<file path="config.mk">
export PLATFORM = sky130hd
export DESIGN_NAME = keypad_scanner
export DESIGN_NICKNAME = d
export VERILOG_FILES = /design/src/rtl/keypad_scanner.sv
export SDC_FILE = /design/constraint.sdc
export NUM_CORES = 1
export LEC_CHECK = 0
export ABC_AREA = 1
export ABC_CLOCK_PERIOD_IN_PS = 3450
export BUFFER_PORTS_ARGS = -buffer_cell sky130_fd_sc_hd__buf_2
export CAP_MARGIN = 5
export CORE_ASPECT_RATIO = 1.5
export CORE_UTILIZATION = 45
export DETAILED_ROUTE_END_ITERATION = 8
export HOLD_SLACK_MARGIN = 0.03
export MAX_ROUTING_LAYER = met4
export SLEW_MARGIN = 5
export SYNTH_ARGS = -nofsm -noshare
export SYNTH_HDL_FRONTEND = slang
export SYNTH_SLANG_ARGS = --single-unit
</file>
<file path="constraint.sdc">
create_clock -name clk -period 3.45 [get_ports clk]
set_input_delay 0.1725 -clock clk [delete_from_list [all_inputs] [get_ports clk]]
set_output_delay 0.1725 -clock clk [all_outputs]
set_load 0.02 [all_outputs]
</file>
<file path="src/rtl/keypad_scanner.sv">
`default_nettype none
// ============================================================================
// Module   : keypad_scanner
// Purpose  : 4x4 matrix keypad column scanner with whole-scan debounce and a
//            valid/ack handshake for one accepted key code.
// Revision : 1.0 - initial release
// ============================================================================
module keypad_scanner #(
   parameter int SCAN_DIV = 50000,
   parameter int DB_SCANS = 4
) (
   input  logic       clk,
   input  logic       reset,
   input  logic [3:0] rows,
   output logic [3:0] cols,
   output logic [3:0] key_code,
   output logic       key_valid,
   input  logic       key_ack
);

   localparam int                 c_DIV_W    = (SCAN_DIV > 1) ? $clog2(SCAN_DIV) : 1;
   localparam logic [c_DIV_W-1:0] c_DIV_LAST = c_DIV_W'(SCAN_DIV - 1);
   localparam logic [3:0]         c_DB_MAX   = 4'(DB_SCANS);
   localparam logic [1:0]         c_RES_NONE  = 2'd0;
   localparam logic [1:0]         c_RES_KEY   = 2'd1;
   localparam logic [1:0]         c_RES_MULTI = 2'd2;

   typedef enum logic [1:0] {IDLE = 2'd0, PRESENT = 2'd1, HELD = 2'd2} state_t;

   function automatic logic [3:0] keymap(input logic [1:0] row, input logic [1:0] col);
      logic [3:0] code;
      case ({row, col})
         4'b00_00: code = 4'h1;  4'b00_01: code = 4'h2;  4'b00_10: code = 4'h3;  4'b00_11: code = 4'hA;
         4'b01_00: code = 4'h4;  4'b01_01: code = 4'h5;  4'b01_10: code = 4'h6;  4'b01_11: code = 4'hB;
         4'b10_00: code = 4'h7;  4'b10_01: code = 4'h8;  4'b10_10: code = 4'h9;  4'b10_11: code = 4'hC;
         4'b11_00: code = 4'h0;  4'b11_01: code = 4'hF;  4'b11_10: code = 4'hE;  default:  code = 4'hD;
      endcase
      return code;
   endfunction

   logic [3:0]         r_sync1, r_sync2;
   logic [c_DIV_W-1:0] r_div;
   logic [1:0]         r_col;
   logic               r_acc_seen, r_acc_multi;
   logic [3:0]         r_acc_code;
   logic [1:0]         r_prev_class;
   logic [3:0]         r_prev_code;
   logic [3:0]         r_match;
   logic               r_key_stable, r_none_stable;
   logic [3:0]         r_stable_code;
   state_t             r_state;

   logic       w_sample, w_scan_end, w_one, w_seen, w_multi, w_same;
   logic [3:0] w_low, w_code, w_res_code, w_match_next;
   logic [1:0] w_row, w_col_next, w_res_class;

   // Fold the current column's sample into the running scan result.
   always_comb begin
      w_sample   = (r_div == c_DIV_LAST);
      w_scan_end = w_sample && (r_col == 2'd3);
      w_col_next = r_col + 2'd1;
      w_low      = ~r_sync2;
      w_one      = (w_low != 4'd0) && ((w_low & (w_low - 4'd1)) == 4'd0);
      w_row      = w_low[0] ? 2'd0 : w_low[1] ? 2'd1 : w_low[2] ? 2'd2 : 2'd3;
      w_seen     = r_acc_seen;
      w_multi    = r_acc_multi;
      w_code     = r_acc_code;
      if (w_low != 4'd0) begin
         if (!w_one || r_acc_seen) begin
            w_multi = 1'b1;
         end else begin
            w_seen = 1'b1;
            w_code = keymap(w_row, r_col);
         end
      end
      if (w_multi) begin
         w_res_class = c_RES_MULTI;
         w_res_code  = 4'h0;
      end else if (w_seen) begin
         w_res_class = c_RES_KEY;
         w_res_code  = w_code;
      end else begin
         w_res_class = c_RES_NONE;
         w_res_code  = 4'h0;
      end
      w_same       = (w_res_class == r_prev_class) && (w_res_code == r_prev_code);
      w_match_next = !w_same ? 4'd1 : (r_match == c_DB_MAX) ? r_match : r_match + 4'd1;
   end

   always_ff @(posedge clk) begin
      if (reset) begin
         r_sync1       <= 4'b1111;
         r_sync2       <= 4'b1111;
         r_div         <= '0;
         r_col         <= 2'd0;
         cols          <= 4'b1110;
         r_acc_seen    <= 1'b0;
         r_acc_multi   <= 1'b0;
         r_acc_code    <= 4'h0;
         r_prev_class  <= c_RES_NONE;
         r_prev_code   <= 4'h0;
         r_match       <= 4'd0;
         r_key_stable  <= 1'b0;
         r_none_stable <= 1'b0;
         r_stable_code <= 4'h0;
         key_code      <= 4'h0;
         key_valid     <= 1'b0;
         r_state       <= IDLE;
      end else begin
         r_sync1       <= rows;
         r_sync2       <= r_sync1;
         r_key_stable  <= 1'b0;
         r_none_stable <= 1'b0;
         if (w_sample) begin
            r_div <= '0;
            r_col <= w_col_next;
            cols  <= ~(4'b0001 << w_col_next);
            if (w_scan_end) begin
               r_acc_seen    <= 1'b0;
               r_acc_multi   <= 1'b0;
               r_acc_code    <= 4'h0;
               r_prev_class  <= w_res_class;
               r_prev_code   <= w_res_code;
               r_match       <= w_match_next;
               r_stable_code <= w_res_code;
               // A key qualifies only on the scan where the count first saturates.
               r_key_stable  <= (w_res_class == c_RES_KEY) && (w_match_next == c_DB_MAX)
                                && (r_match != c_DB_MAX);
               r_none_stable <= (w_res_class == c_RES_NONE) && (w_match_next == c_DB_MAX);
            end else begin
               r_acc_seen  <= w_seen;
               r_acc_multi <= w_multi;
               r_acc_code  <= w_code;
            end
         end else begin
            r_div <= r_div + c_DIV_W'(1);
         end

         case (r_state)
            IDLE: begin
               if (r_key_stable) begin
                  key_code  <= r_stable_code;
                  key_valid <= 1'b1;
                  r_state   <= PRESENT;
               end
            end
            PRESENT: begin
               if (key_ack) begin
                  key_valid <= 1'b0;
                  r_state   <= HELD;
               end
            end
            HELD: begin
               if (r_none_stable) r_state <= IDLE;
            end
            default: r_state <= IDLE;
         endcase
      end
   end

endmodule
`default_nettype wire
</file>
==> reports/qor.csv, run 1 <==
stage,metric,value,unit
synthesis,async_flop_share,0,%
grt,grt_max_degree,18,
placed_design,placed_cells,444,
timing,max_clock_freq,461,MHz
grt,track_usage,20.0,%
pwr,p_leak,1.23,nW
timing,rsz0062_at_grt,false,
clock_network,cts.sinks,55,
routing,drt-pass1-iter-count,4,
synthesis,ys_seq_elements,55,
pwr,ir_drop,0.260,mV
clock_network,cts_buffers,5,
routing,viasPerCell,4.99,
timing,finalSetupViolCount,0,
grt,first_global_vias,2235,
die,die_area,0.00628,mm²
grt,grt-ovfl-total,0,
clock_network,ctsResizeCount,0,
clock_network,cts-root-buf,clkbuf_8,
min_path,hold_class,input pin to flip-flop,
die,core_area,0.00579,mm²
finish,finalNonFillerCells,455,
timing,tightest_slew,663,ps
grt,grt_antenna_before_repair,0,
finish,n_antenna_cell,0,
clock_network,clock_latency,310,ps
status,status,finished clean,
finish,stdcell_area,0.00295,mm²
finish,nNetsFinal,398,
routing,drtAntennaViolNets,0,
routing,first_iter_violations,96,
pwr,power,1.13,mW
synthesis,synth.distinct_cells,35,
job,drv_cap,0,
critical_path,critical_path_class,flip-flop to flip-flop,
finish,utilization,51.0,%
timing,slew_headroom,55.4,%
placed_design,place_hpwl,4150,µm
timing,finClkSkew,10.9,ps
die,start_util,46.4,%
synthesis,yosysSeqAreaShare,41.0,%
placed_design,io_buffers,15,
finish,syn2layout_area_growth,9.98,%
synthesis,synth_area,0.00268,mm²
die,die_y,96.6,µm
routing,wl_per_cell,12.0,µm
die,fp.dieW,65.0,µm
placed_design,place_area,0.00282,mm²
clock_network,clock_path_buffers,2,
synthesis,yosysWarnings,0,
synthesis,synth_area_per_cell,7.41,µm²
synthesis,syn-num-nets,378,
routing,drc_errors,0,
grt,grt_pass1_wl,9460,µm
clock_network,h-tree-depth,2,
critical_path,cp.arrival,2380,ps
pwr,powerDensity,383,mW/mm²
timing,finalCritPeriodShare,62.8,%
die,io_pins,16,
critical_path,startpoint_type,flip-flop,
timing,finalSetupTns,0,ps
die,num_rows,34,
finish,drive_above_1_share,15.7,%
critical_path,worstPathRequired,3660,ps
timing,period_minus_slack,2170,ps
routing,totalWireLength,5450,µm
timing,maxSlewViolCount,0,
synthesis,synthFlopType,dfxtp_1,
clock_network,cts_tree,built,
timing,hold_violations,0,
critical_path,critPathMaxFanout,16,
clock_network,hold_buffers,3,
placed_design,place.gp.congestion,0.789,
critical_path,critPathCaptureType,flip-flop,
synthesis,syn_inst,362,
synthesis,synth_edf_count,0,
clock_network,cts_setup_buffers,0,
clock_network,path_clk_slew,100,ps
routing,via_count,2272,
-- cell type report --
class | instances | area [µm²]
fill | 607 | 2840
sequential | 55 | 1100
inverter | 57 | 214
tap | 72 | 90.1
clock buffer | 6 | 82.6
timing repair buffer | 18 | 105
clock inverter | 2 | 16.3
multi-input combinational | 245 | 1340
-- logic make-up (layout without fill, tap and decap cells) --
group | after synthesis | after routing | share of synthesized area, %
XOR/XNOR | 5 | 5 | 1.63
flip-flops | 55 | 55 | 41.0
AO/OA/AOI/OAI | 53 | 53 | 10.7
adder cells (fa/ha/maj) | 9 | 9 | 4.20
AND/OR/NAND/NOR | 178 | 178 | 33.5
buffers and inverters | 62 | 83 | 8.95
-- report_power, final --
group	leakage (nW)	total, mW	internal [mW]	switching (mW)
registers	0.446	0.647	0.642	0.00531
clock network	0.0474	0.384	0.164	0.219
logic	0.741	0.0995	0.0337	0.0658
total	1.23	1.13	0.840	0.290
-- per-layer routing --
metal	part of all wire [%]	global-route usage [%]	wire (µm)
met5	0	-	0
met1	43	20.4	2370
met3	1.8	3.17	100
met4	1.4	7.43	78
met2	53	38.0	2910
-- flip-flops by register name, summed over array words and instances, names as in the netlist, 2 cells and up --
| register | count |
|---|---|
| r_div | 16 |
| cols | 4 |
| key_code | 4 |
| r_acc_code | 4 |
| r_match | 4 |
| r_stable_code | 4 |
| r_sync1 | 4 |
| r_sync2 | 4 |
| r_col | 2 |
| r_prev_class | 2 |
| r_state | 2 |
-- cells in the mapped netlist (3+ instances only) --
cell type  count  area (µm²)
nand2_1       71         267
dfxtp_1       55        1100
inv_1         51         191
nand3_1       26         130
nor2_1        26        97.6
a21oi_1       23         115
o21ai_0       18        90.1
nor3_1        12        60.1
ha_1           9         113
or2_2          9        56.3
nand4_1        7        43.8
nand3_2        6        60.1
inv_2          5        18.8
nor2_2         5        31.3
o22ai_1        5        31.3
clkbuf_1       4        15.0
nand2_2        4        25.0
xor2_1         3        26.3
-- critical path, cell delays in order (launching register included) --
cell and delay [ps]:
dfxtp_1 390, ha_1 180, nand2_1 90, nor2_1 160, inv_2 60, nor2_2 130, nand3_1 310, nand2_1 530
a21oi_1 80, o21a_1 130
-- path summary, 6_finish.rpt --
kind                         start                     to  slack, ps  cells past startpoint
max            r_div[0]$_SDFF_PP0_   r_div[11]$_SDFF_PP0_       1280                      9
min                        rows[0]  r_sync1[0]$_SDFF_PP1_         40                      2
max reg2reg    r_div[0]$_SDFF_PP0_   r_div[11]$_SDFF_PP0_       1280                      9
min reg2reg  r_sync1[3]$_SDFF_PP1_  r_sync2[3]$_SDFF_PP1_        420                      1
-- metrics by stage --
step	setup WS, ps	hold slack (ps)
global route	976	37.7
CTS	1260	32.6
global placement	1360	354
detailed placement	1290	357
floorplan	1690	276
finish	1280	43.3
-- placed cells by master (no fill, tap or decap), types with 3 or more instances in the layout --
cell type	count
inv_1	51
nor2_2	5
xor2_1	3
nand2_2	4
a21oi_1	23
or2_2	9
dlygate4sd3_1	3
ha_1	9
nand4_1	7
nand2_1	71
o22ai_1	5
clkbuf_8	6
o21ai_0	18
nor2_1	26
buf_2	15
inv_2	5
nor3_1	12
nand3_1	26
dfxtp_1	55
nand3_2	6
No activity file was read; power rests on OpenSTA's default activity.
==> run 2: changes to the inputs <==
- ABC_AREA: 1 -> 0
- ABC_CLOCK_PERIOD_IN_PS: 3450 -> 1800
- clock period: 3.45 -> 1.8 ns (I/O delays scaled with it)
==> reports/qor.csv, run 2 <==
stage,metric,value,unit
clock_network,clock_latency,310,ps
synthesis,synth_edf_count,0,
critical_path,startpoint_type,flip-flop,
grt,grt-ovfl-total,0,
clock_network,cts-root-buf,clkbuf_8,
placed_design,placed_cells,446,
placed_design,place.gp.congestion,0.846,
grt,grt_antenna_before_repair,0,
critical_path,r2r_cells,9,
timing,tightest_slew,471,ps
critical_path,worstPathRequired,2020,ps
status,status,finished with violations,
timing,max_clock_freq,388,MHz
synthesis,ys_seq_elements,55,
critical_path,critical_path_class,flip-flop to flip-flop,
synthesis,yosysSeqAreaShare,40.4,%
finish,finalNonFillerCells,477,
timing,period_minus_slack,2580,ps
placed_design,place_hpwl,4560,µm
finish,layout_common_cells,"buf_4, nor2_1, dfxtp_1, nand2_1, a21oi_1",
critical_path,critPathMaxFanout,3,
min_path,whs_path_depth,2,
synthesis,ys_top_cells_by_area,"dfxtp_1, nor2_1, ha_1",
finish,drive_above_1_share,45.2,%
routing,viasPerCell,5.28,
routing,drc_errors,0,
job,drv_cap,0,
timing,finClkSkew,6.76,ps
die,num_rows,34,
synthesis,syn-num-nets,324,
grt,first_global_vias,2524,
finish,regMostFlops,r_div,
synthesis,synth_area_leader_cell,dfxtp_1,
timing,slew_headroom,68.3,%
routing,drtAntennaViolNets,0,
clock_network,cts.sinks,55,
timing,maxSlewViolCount,0,
clock_network,cts_tree,built,
routing,via_count,2518,
critical_path,cp_cell_sequence,buf_4 > or4bb_1 > o31a_2 > o211a_1 > o2bb2ai_2 > nor4_4 > nand3_2 > or4_4 > a2111oi_4,
clock_network,h-tree-depth,2,
synthesis,synth_area,0.00272,mm²
synthesis,synth_top_area_share,40.4,%
die,core_area,0.00583,mm²
critical_path,crit_path_max_incr_delay,490,ps
clock_network,clock_path_buffers,2,
timing,hold_violations,0,
synthesis,synth.distinct_cells,62,
die,start_util,46.7,%
timing,rsz0062_at_grt,true,
routing,first_iter_violations,78,
die,die_area,0.00637,mm²
synthesis,yosysMostFrequentCell,dfxtp_1,
critical_path,cp.arrival,2800,ps
timing,setup_ws,-775,ps
pwr,p_leak,1.58,nW
synthesis,synth_area_per_cell,8.84,µm²
min_path,hold_class,input pin to flip-flop,
synthesis,async_flop_share,0,%
timing,holdWs,177,ps
finish,n_antenna_cell,0,
die,die_y,97.3,µm
clock_network,path_clk_slew,100,ps
clock_network,cts_buffers,5,
placed_design,io_buffers,15,
finish,largest_register_ffs,16,
routing,wl_per_cell,14.1,µm
pwr,ir_drop,0.562,mV
critical_path,critPathCaptureType,flip-flop,
routing,totalWireLength,6740,µm
finish,nNetsFinal,420,
finish,final_common_cell,buf_4,
grt,grt_max_degree,23,
timing,finalCritPeriodShare,143,%
grt,track_usage,22.8,%
die,io_pins,16,
die,fp.dieW,65.5,µm
synthesis,syn_inst,308,
grt,grt_pass1_wl,10900,µm
pwr,powerDensity,563,mW/mm²
finish,syn2layout_area_growth,44.5,%
synthesis,synthFlopType,dfxtp_1,
critical_path,cpMaxStageDelayCell,or4bb_1,
timing,finalSetupTns,-4460,ps
synthesis,yosys-top-cells-count,"dfxtp_1, nor2_1, nand2_1",
synthesis,yosysWarnings,0,
timing,finalSetupViolCount,9,
routing,drt-pass1-iter-count,4,
status,violations,setup timing,
## run 2: cell types whose count changed after synthesis, moves of 8 or more
cell,before,now
xnor2_1,2,10
nand3_1,26,12
nand2_1,71,21
o21ai_0,18,6
nor2_1,26,51
inv_1,51,13
## run 2: final timing paths
kind                          from                  endpoint  slack, ps
min reg2reg  r_sync1[0]$_SDFF_PP1_     r_sync2[0]$_SDFF_PP1_        430
min                          reset       r_div[2]$_SDFF_PP0_        180
max reg2reg  r_col[0]$_SDFFE_PP0N_  r_none_stable$_SDFF_PP0_       -780
max          r_col[0]$_SDFFE_PP0N_  r_none_stable$_SDFF_PP0_       -780
## run 2: report_power, final
part	internal (mW)	total [mW]	switching, mW	leakage (nW)
clock network	0.273	0.673	0.400	0.0412
registers	1.23	1.24	0.0124	0.449
logic	0.163	0.303	0.140	1.09
## run 2: per-layer routing
layer  global-route usage (%)  part of all wire (%)  wire [µm]  vias to the layer above
met1                     20.7                    37       2520                     1197
met4                     8.86                   2.3        157                        0
met3                     4.23                   2.3        156                       12
met5                        -                     0          0                        -
met2                     44.1                    58       3910                       43
li1                         -                     -          -                     1266
## run 2: cell families (layout without fill, tap and decap cells)
group / count (synthesis) / count (layout) / synth area share (%)
compound gates: 59 / 59 / 16.2
fa+ha+maj: 10 / 10 / 4.50
simple gates: 130 / 130 / 25.0
xor+xnor: 18 / 18 / 6.07
flops: 55 / 55 / 40.4
buf+inv: 28 / 125 / 4.69
mux: 8 / 8 / 3.12
## run 2: repair_timing
action / in CTS / in global routing
hold endpoints to repair: 5 / 0
pin swaps: 18 / 7
gates resized for setup: 42 / 25
hold buffers: 5 / 0
setup buffers: 13 / 7
setup endpoints to repair: 11 / 38
## run 2: stage by stage
stage	setup WS, ps	power (mW)	instance area (µm²)	util, %
final	-775	2.21	3930	67.5
after global routing	-865	2.31	3930	67.5
after CTS	-794	2.22	3760	64.6
after detailed placement	-896	1.49	3360	57.7
after global placement	-838	1.49	3360	57.7
after floorplan	-841	1.40	2800	-
## run 2: final cells by class
cell class,instances,area (µm²)
multi-input combinational,225,1790
clock buffer,6,72.6
clock inverter,2,12.5
sequential,55,1120
fill,454,1890
timing repair buffer,104,790
inverter,13,51.3
tap,72,90.1
## run 2: worst max-delay path: cells and delay by family, from the launching register on
| family | cells | cell delay, ps |
|---|---|---|
| flops | 1 | 360 |
| compound gates | 4 | 710 |
| simple gates | 4 | 1280 |
| buf+inv | 1 | 140 |
